## src/rtl/voting_pkg.sv

```systemverilog
// rtl/voting_pkg.sv - shared state encoding and width helpers for the ballot tallier
package voting_pkg;

  typedef enum logic [1:0] {
    IDLE,
    COLLECT,
    DECIDE,
    DONE
  } state_e;

  function automatic int cnt_width(input int num_voters);
    return $clog2(num_voters + 1);
  endfunction

  function automatic int idx_width(input int num_cand);
    return (num_cand > 1) ? $clog2(num_cand) : 1;
  endfunction

endpackage

```

## src/rtl/voting_cand_counter.sv

```systemverilog
// rtl/voting_cand_counter.sv - per-candidate vote counter with synchronous clear
module voting_cand_counter #(
  parameter int CNT_W = 3
) (
  input  logic             clk,
  input  logic             rst,
  input  logic             clear_i,
  input  logic             inc_i,
  output logic [CNT_W-1:0] count_o
);

  logic [CNT_W-1:0] count_q, count_d;

  always_comb begin
    count_d = count_q;
    if (clear_i) begin
      count_d = '0;
    end else if (inc_i) begin
      count_d = count_q + CNT_W'(1);
    end
  end

  always_ff @(posedge clk) begin
    if (rst) begin
      count_q <= '0;
    end else begin
      count_q <= count_d;
    end
  end

  assign count_o = count_q;

endmodule

```

## src/rtl/voting_tally_seq.sv

```systemverilog
// rtl/voting_tally_seq.sv - streaming ballot tallier with sequential argmax decision
module voting_tally_seq
  import voting_pkg::*;
#(
  parameter  int NUM_CAND   = 1,
  parameter  int NUM_VOTERS = 4,
  localparam int CNT_W      = cnt_width(NUM_VOTERS),
  localparam int IDX_W      = idx_width(NUM_CAND)
) (
  input  logic                clk,
  input  logic                rst,
  input  logic                start,
  input  logic                ballot_valid,
  output logic                ballot_ready,
  input  logic [NUM_CAND-1:0] ballot,
  input  logic                close,
  output logic                result_valid,
  input  logic                result_ready,
  output logic [IDX_W-1:0]    winner_idx,
  output logic [CNT_W-1:0]    winner_cnt,
  output logic [CNT_W-1:0]    ballots_cnt,
  output logic                majority,
  output logic                tie
);

  // Scan index runs one past the last candidate; that extra step latches the flags.
  localparam int SCAN_W = $clog2(NUM_CAND + 1);

  state_e            state_q, state_d;
  logic [CNT_W-1:0]  ballots_q, ballots_d;
  logic [SCAN_W-1:0] scan_q, scan_d;
  logic [IDX_W-1:0]  best_idx_q, best_idx_d;
  logic [CNT_W-1:0]  best_cnt_q, best_cnt_d;
  logic              maj_q, maj_d;
  logic              tie_q, tie_d;

  logic [CNT_W-1:0]  cand_cnt [NUM_CAND];
  logic [CNT_W-1:0]  scan_cnt;
  logic [SCAN_W-1:0] n_at_best;
  logic              handshake;
  logic              clear_all;
  logic              maj_calc;
  logic              tie_calc;

  assign handshake = ballot_valid && (state_q == COLLECT);
  assign clear_all = start && (state_q == IDLE);

  for (genvar g = 0; g < NUM_CAND; g++) begin : g_cand
    voting_cand_counter #(
      .CNT_W (CNT_W)
    ) u_cnt (
      .clk     (clk),
      .rst     (rst),
      .clear_i (clear_all),
      .inc_i   (handshake && ballot[g]),
      .count_o (cand_cnt[g])
    );
  end

  always_comb begin
    scan_cnt  = '0;
    n_at_best = '0;
    for (int i = 0; i < NUM_CAND; i++) begin
      if (scan_q == SCAN_W'(i)) begin
        scan_cnt = cand_cnt[i];
      end
      if (cand_cnt[i] == best_cnt_q) begin
        n_at_best = n_at_best + SCAN_W'(1);
      end
    end
  end

  // Doubled winner count is compared one bit wider so it cannot wrap.
  assign maj_calc = {best_cnt_q, 1'b0} > {1'b0, ballots_q};
  assign tie_calc = (NUM_CAND > 1) ? (n_at_best > SCAN_W'(1))
                                   : ({best_cnt_q, 1'b0} == {1'b0, ballots_q});

  always_comb begin
    state_d    = state_q;
    ballots_d  = ballots_q;
    scan_d     = scan_q;
    best_idx_d = best_idx_q;
    best_cnt_d = best_cnt_q;
    maj_d      = maj_q;
    tie_d      = tie_q;
    case (state_q)
      IDLE: begin
        if (start) begin
          state_d   = COLLECT;
          ballots_d = '0;
        end
      end
      COLLECT: begin
        if (handshake) begin
          ballots_d = ballots_q + CNT_W'(1);
        end
        if (close || (handshake && (ballots_q == CNT_W'(NUM_VOTERS - 1)))) begin
          state_d    = DECIDE;
          scan_d     = '0;
          best_idx_d = '0;
          best_cnt_d = '0;
        end
      end
      DECIDE: begin
        if (scan_q == SCAN_W'(NUM_CAND)) begin
          maj_d   = maj_calc;
          tie_d   = tie_calc;
          state_d = DONE;
        end else begin
          // Strict compare keeps the lowest index on equal counts.
          if (scan_cnt > best_cnt_q) begin
            best_cnt_d = scan_cnt;
            best_idx_d = IDX_W'(scan_q);
          end
          scan_d = scan_q + SCAN_W'(1);
        end
      end
      DONE: begin
        if (result_ready) begin
          state_d = IDLE;
        end
      end
      default: state_d = IDLE;
    endcase
  end

  always_ff @(posedge clk) begin
    if (rst) begin
      state_q    <= IDLE;
      ballots_q  <= '0;
      scan_q     <= '0;
      best_idx_q <= '0;
      best_cnt_q <= '0;
      maj_q      <= 1'b0;
      tie_q      <= 1'b0;
    end else begin
      state_q    <= state_d;
      ballots_q  <= ballots_d;
      scan_q     <= scan_d;
      best_idx_q <= best_idx_d;
      best_cnt_q <= best_cnt_d;
      maj_q      <= maj_d;
      tie_q      <= tie_d;
    end
  end

  assign ballot_ready = (state_q == COLLECT);
  assign result_valid = (state_q == DONE);
  assign winner_idx   = best_idx_q;
  assign winner_cnt   = best_cnt_q;
  assign ballots_cnt  = ballots_q;
  assign majority     = maj_q;
  assign tie          = tie_q;

endmodule

```

## config.mk

```make
export PLATFORM = sky130hd
export DESIGN_NAME = voting_tally_seq
export DESIGN_NICKNAME = d
export VERILOG_FILES = /design/src/rtl/voting_pkg.sv /design/src/rtl/voting_cand_counter.sv /design/src/rtl/voting_tally_seq.sv
export SDC_FILE = /design/constraint.sdc
export NUM_CORES = 1
export LEC_CHECK = 0
export ABC_AREA = 1
export ABC_CLOCK_PERIOD_IN_PS = 1500
export BUFFER_PORTS_ARGS = -buffer_cell sky130_fd_sc_hd__buf_2
export CAP_MARGIN = 25
export CORE_MARGIN = 8
export CORE_UTILIZATION = 48
export DETAILED_ROUTE_END_ITERATION = 6
export GPL_TIMING_DRIVEN = 0
export PLACE_DENSITY = 0.79
export SYNTH_ARGS = -nofsm -noshare
export SYNTH_HDL_FRONTEND = slang
export SYNTH_SLANG_ARGS = --single-unit
```

## constraint.sdc

```tcl
create_clock -name clk -period 1.5 [get_ports clk]
set_clock_uncertainty 0.15 [all_clocks]
set_input_delay 0.15 -clock clk [delete_from_list [all_inputs] [get_ports clk]]
set_output_delay 0.15 -clock clk [all_outputs]
set_load 0.01 [all_outputs]
```

==> flow_results.org <==
** Route
- Iteration-0 DRC count of the detailed router :: 24
- Antenna-violating nets left :: 0
- Number of vias per cell :: ~5
- Routed WL per cell :: 13.0 um
- Wires add up to 2350 um.
- The first detailed-routing pass ran for 6 iterations.
- Post-detailed-route DRC marker count :: 0
- Summing over every cut layer, the via total after detailed routing is around 900.

** Floorplanning
- Die width :: 59.4 um
- I/O pin count :: 18
- Die area :: roughly 3500 um2
- Die H :: 59.4 um
- Row Count :: 15
- Initial core utilization :: 51.8%
- The total area inside the core boundary comes to 1750 um2.

** Placed design
- HPWL Detailed :: 1570 um
- # port buffers :: 16
- Routability Congestion :: roughly 0.83

** Logic synthesis
- Share of synthesized registers carrying an async set or reset :: 0%
- By area the synthesized netlist is led by sky130_fd_sc_hd__dfxtp_1, sky130_fd_sc_hd__ha_1, sky130_fd_sc_hd__inv_1, sky130_fd_sc_hd__nand2_1, sky130_fd_sc_hd__a21oi_1.
- Number of nets in the synthesized netlist :: 145
- Yosys printed 0 warnings.
- After synthesis, the netlist uses 21 different library cells.
- The synthesized design contains 14 register bits.
- Prevailing post-synth register cell :: sky130_fd_sc_hd__dfxtp_1
- Post-Synthesis Cells :: ~130
- Post-synthesis instance area :: 903 um2
- In this run, synthesis inferred 0 flip-flops with an integrated enable.
- Portion of the post-synthesis area used by sequential elements :: 31.0%
- The synthesized design devotes to its leading area cell type 31.0% of total area.
- Synth Area per Inst :: between 7 and 8 um2
- Summed over all instances, the cell type with the most area after synthesis is sky130_fd_sc_hd__dfxtp_1.

** Layout
- Of the cells placed in the final design, the portion with a size suffix greater than 1 is 45.8%.
- Syn-to-layout area delta :: 37.7%
- Multi-input gate area :: about 600 um2
- The sequential cells in the finished layout cover a total of 294 um2.
- Layout filler cell count :: 140
- For this run, the share of the core covered by cells in the final layout is 71.3%.
- The net count of the finished layout is around 180.
- The repair_antennas step left the layout with diodes totalling 0.

** CTS
- TritonCTS built the clock tree.
- In this run the clock root is driven by a sky130_fd_sc_hd__clkbuf_4.
- Sinks on the clock net :: 14
- Worst-Skew Late Latency :: 0.28 ns
- In this run the number of H-tree levels came out at 1.
- Inserted Clock Buffers :: 3
- After clock tree synthesis, the clock-pin slew on the worst setup and hold paths is 0.09 ns.
- Counting along the longest clock path gives a buffer depth of 2.

** Timing
- The max-slew violation count is 0.
- Setup violations remaining at the end of the flow were counted as 3.
- Unrepaired setup endpoints after global routing :: true
- Final Hold Fails :: 0
- The routed design could run at a clock period as short as 1.60 ns.
- Hold is met by 0.0596 ns.
- For the final routed database, the setup TNS stands at -0.187 ns.
- Post-route setup slack :: -0.0981 ns
- Timing-limited maximum frequency :: 626 MHz
- Tcrit/Tclk final :: 107%

** Power and ir drop
- P_leak :: 0.587 nW
- In this run the power density over the cells is 2030 nW/um2.
- VDD sags by at most 1180 uV.

** Outcome
- The checks that failed: setup timing.
- The run finished, with violations left.

** Setup path
- Worst-path fanout max :: 5
- Kind of capture point of the worst setup path :: register
- Required time of the critical path :: 1.54 ns
- Data arrival at the endpoint of the critical path :: between 1.5 and 2 ns
- Sequence of cells on the critical path :: buf_6 -> ha_4 -> inv_4 -> nor2_2 -> nand2_2 -> nand2_2 -> nor2_4 -> nand2_2 -> nor2_1 -> nor2_2
- The worst setup path is of the reg2reg kind.
- Library cell appearing most often on the critical path :: sky130_fd_sc_hd__nand2_2
- The critical path contains buffers and inverters numbering 2 combined.
- In this design, the stage delay of the slowest critical-path cell is 0.36 ns.
- Worst path slowest cell :: sky130_fd_sc_hd__dfxtp_4
- The worst setup path is launched from a register.
- CP delay by family, top :: simple AND/OR/NAND/NOR gates

** Global routing
- The first global-routing pass estimated 3510 um of wire.
- Vias in the first global route :: about 850
- Maximum number of pins on one net before global-route repair :: 9
- After global routing the overflow that remains totals 0.
- GR Util All Layers :: roughly an eighth
- The number of antenna violations at the first check in global routing was 0.

** Run
- Count of maximum capacitance violations :: 0

** Min path
- Type of the most critical hold path :: in2reg
state kept, by name (all words and copies together) (netlist names):
signal                count
state_q                   2
winner_cnt                3
ballots_cnt               3
tie                       1
majority                  1
scan_q                    1
g_cand.u_cnt.count_o      3
cell usage after synthesis (2+ instances only):
library cell and number:
sky130_fd_sc_hd__nor2_1 13, sky130_fd_sc_hd__nand2_1 19, sky130_fd_sc_hd__inv_1 19, sky130_fd_sc_hd__nor2_2 2, sky130_fd_sc_hd__a211oi_1 3, sky130_fd_sc_hd__nand2_2 4
sky130_fd_sc_hd__nand3_1 8, sky130_fd_sc_hd__inv_2 2, sky130_fd_sc_hd__o21ai_0 7, sky130_fd_sc_hd__dfxtp_1 14, sky130_fd_sc_hd__ha_1 13, sky130_fd_sc_hd__a21oi_1 10
sky130_fd_sc_hd__nor3_1 3
worst paths after layout:
| kind | endpoint | depth (start not counted) | from | slack, ns |
|---|---|---|---|---|
| min reg2reg | majority$_SDFFE_PP0P_ | 2 | majority$_SDFFE_PP0P_ | 0.33 |
| max reg2reg | winner_cnt[2]$_SDFFE_PP0P_ | 10 | state_q[0]$_SDFFE_PP0P_ | -0.1 |
| max | winner_cnt[2]$_SDFFE_PP0P_ | 10 | state_q[0]$_SDFFE_PP0P_ | -0.1 |
| min | g_cand[0].u_cnt.count_o[1]$_SDFFE_PP0P_ | 3 | ballot | 0.06 |
power by group:
part / switching, W / total [W] / leakage (nW) / internal [W]
Sequential: 0.000121 / 0.000633 / 0.118 / 0.000513
Clock: 0.000132 / 0.000280 / 0.0210 / 0.000148
Combinational: 0.000894 / 0.00162 / 0.448 / 0.000725
worst reg2reg max path: stages, from the launching register on:
cell and delay (ns):
sky130_fd_sc_hd__dfxtp_4 0.36, sky130_fd_sc_hd__buf_6 0.11, sky130_fd_sc_hd__ha_4 0.17, sky130_fd_sc_hd__inv_4 0.07
sky130_fd_sc_hd__nor2_2 0.04, sky130_fd_sc_hd__nand2_2 0.09, sky130_fd_sc_hd__nand2_2 0.08, sky130_fd_sc_hd__nor2_4 0.17
sky130_fd_sc_hd__nand2_2 0.07, sky130_fd_sc_hd__nor2_1 0.12, sky130_fd_sc_hd__nor2_2 0.05
routing by layer:
metal | vias up | routed length (um) | global-route usage [%]
li1 | 464 | - | -
met4 | 0 | 36 | 7.17
met1 | 420 | 1060 | 14.9
met2 | 15 | 1190 | 21.1
met5 | - | 0 | 0
met3 | 5 | 60 | 2.60
timing repair:
item,4_1_cts,5_1_grt
setup buffers,4,5
setup endpoints to repair,7,12
pin swaps,5,11
resized for setup,9,29
hold buffers,1,0
hold endpoints to repair,4,0
area by class of cell:
type | instances | area share (%)
Timing Repair Buffer | 26 | 13.8
Clock buffer | 4 | 2.92
Sequential cell | 14 | 23.6
Buffer | 2 | 1.51
Inverter | 21 | 6.54
Multi-Input combinational cell | 88 | 49.1
Tap cell | 25 | 2.52
cell families after synthesis:
group	share of synthesized area [%]
and+or+nand+nor	26.9
AOI/OAI and AO/OA	12.9
other	0.415
DFF	31.0
adders and majority gates	18.0
buffers and inverters	10.8
cells in the final DEF, fill, tap and decap left out, types with 4 or more instances in the layout:
| master | synthesis | routed |
|---|---|---|
| sky130_fd_sc_hd__nor2_1 | 13 | 10 |
| sky130_fd_sc_hd__a21oi_1 | 10 | 8 |
| sky130_fd_sc_hd__buf_2 | 0 | 15 |
| sky130_fd_sc_hd__buf_6 | 1 | 4 |
| sky130_fd_sc_hd__dfxtp_1 | 14 | 7 |
| sky130_fd_sc_hd__nand2_1 | 19 | 16 |
| sky130_fd_sc_hd__inv_1 | 19 | 11 |
| sky130_fd_sc_hd__inv_2 | 2 | 9 |
| sky130_fd_sc_hd__ha_1 | 13 | 10 |
| sky130_fd_sc_hd__nand3_1 | 8 | 6 |
| sky130_fd_sc_hd__nand2_2 | 4 | 7 |
| sky130_fd_sc_hd__buf_4 | 1 | 8 |
| sky130_fd_sc_hd__dfxtp_2 | 0 | 5 |
stage by stage:
| stage | cell area (um2) | total power [W] | cells | worst slack [ns] |
|---|---|---|---|---|
| after floorplan | 922 | 0.00158 | 125 | 0.00345 |
| after global placement | 1030 | 0.00182 | 166 | -0.0792 |
| after detailed placement | 1030 | 0.00187 | 166 | -0.128 |
| after CTS | 1130 | 0.00221 | 175 | -0.0715 |
| after global routing | 1240 | 0.00276 | 180 | -0.164 |
| final | 1240 | 0.00253 | 180 | -0.0981 |
Power figures use the tool's default switching activity.
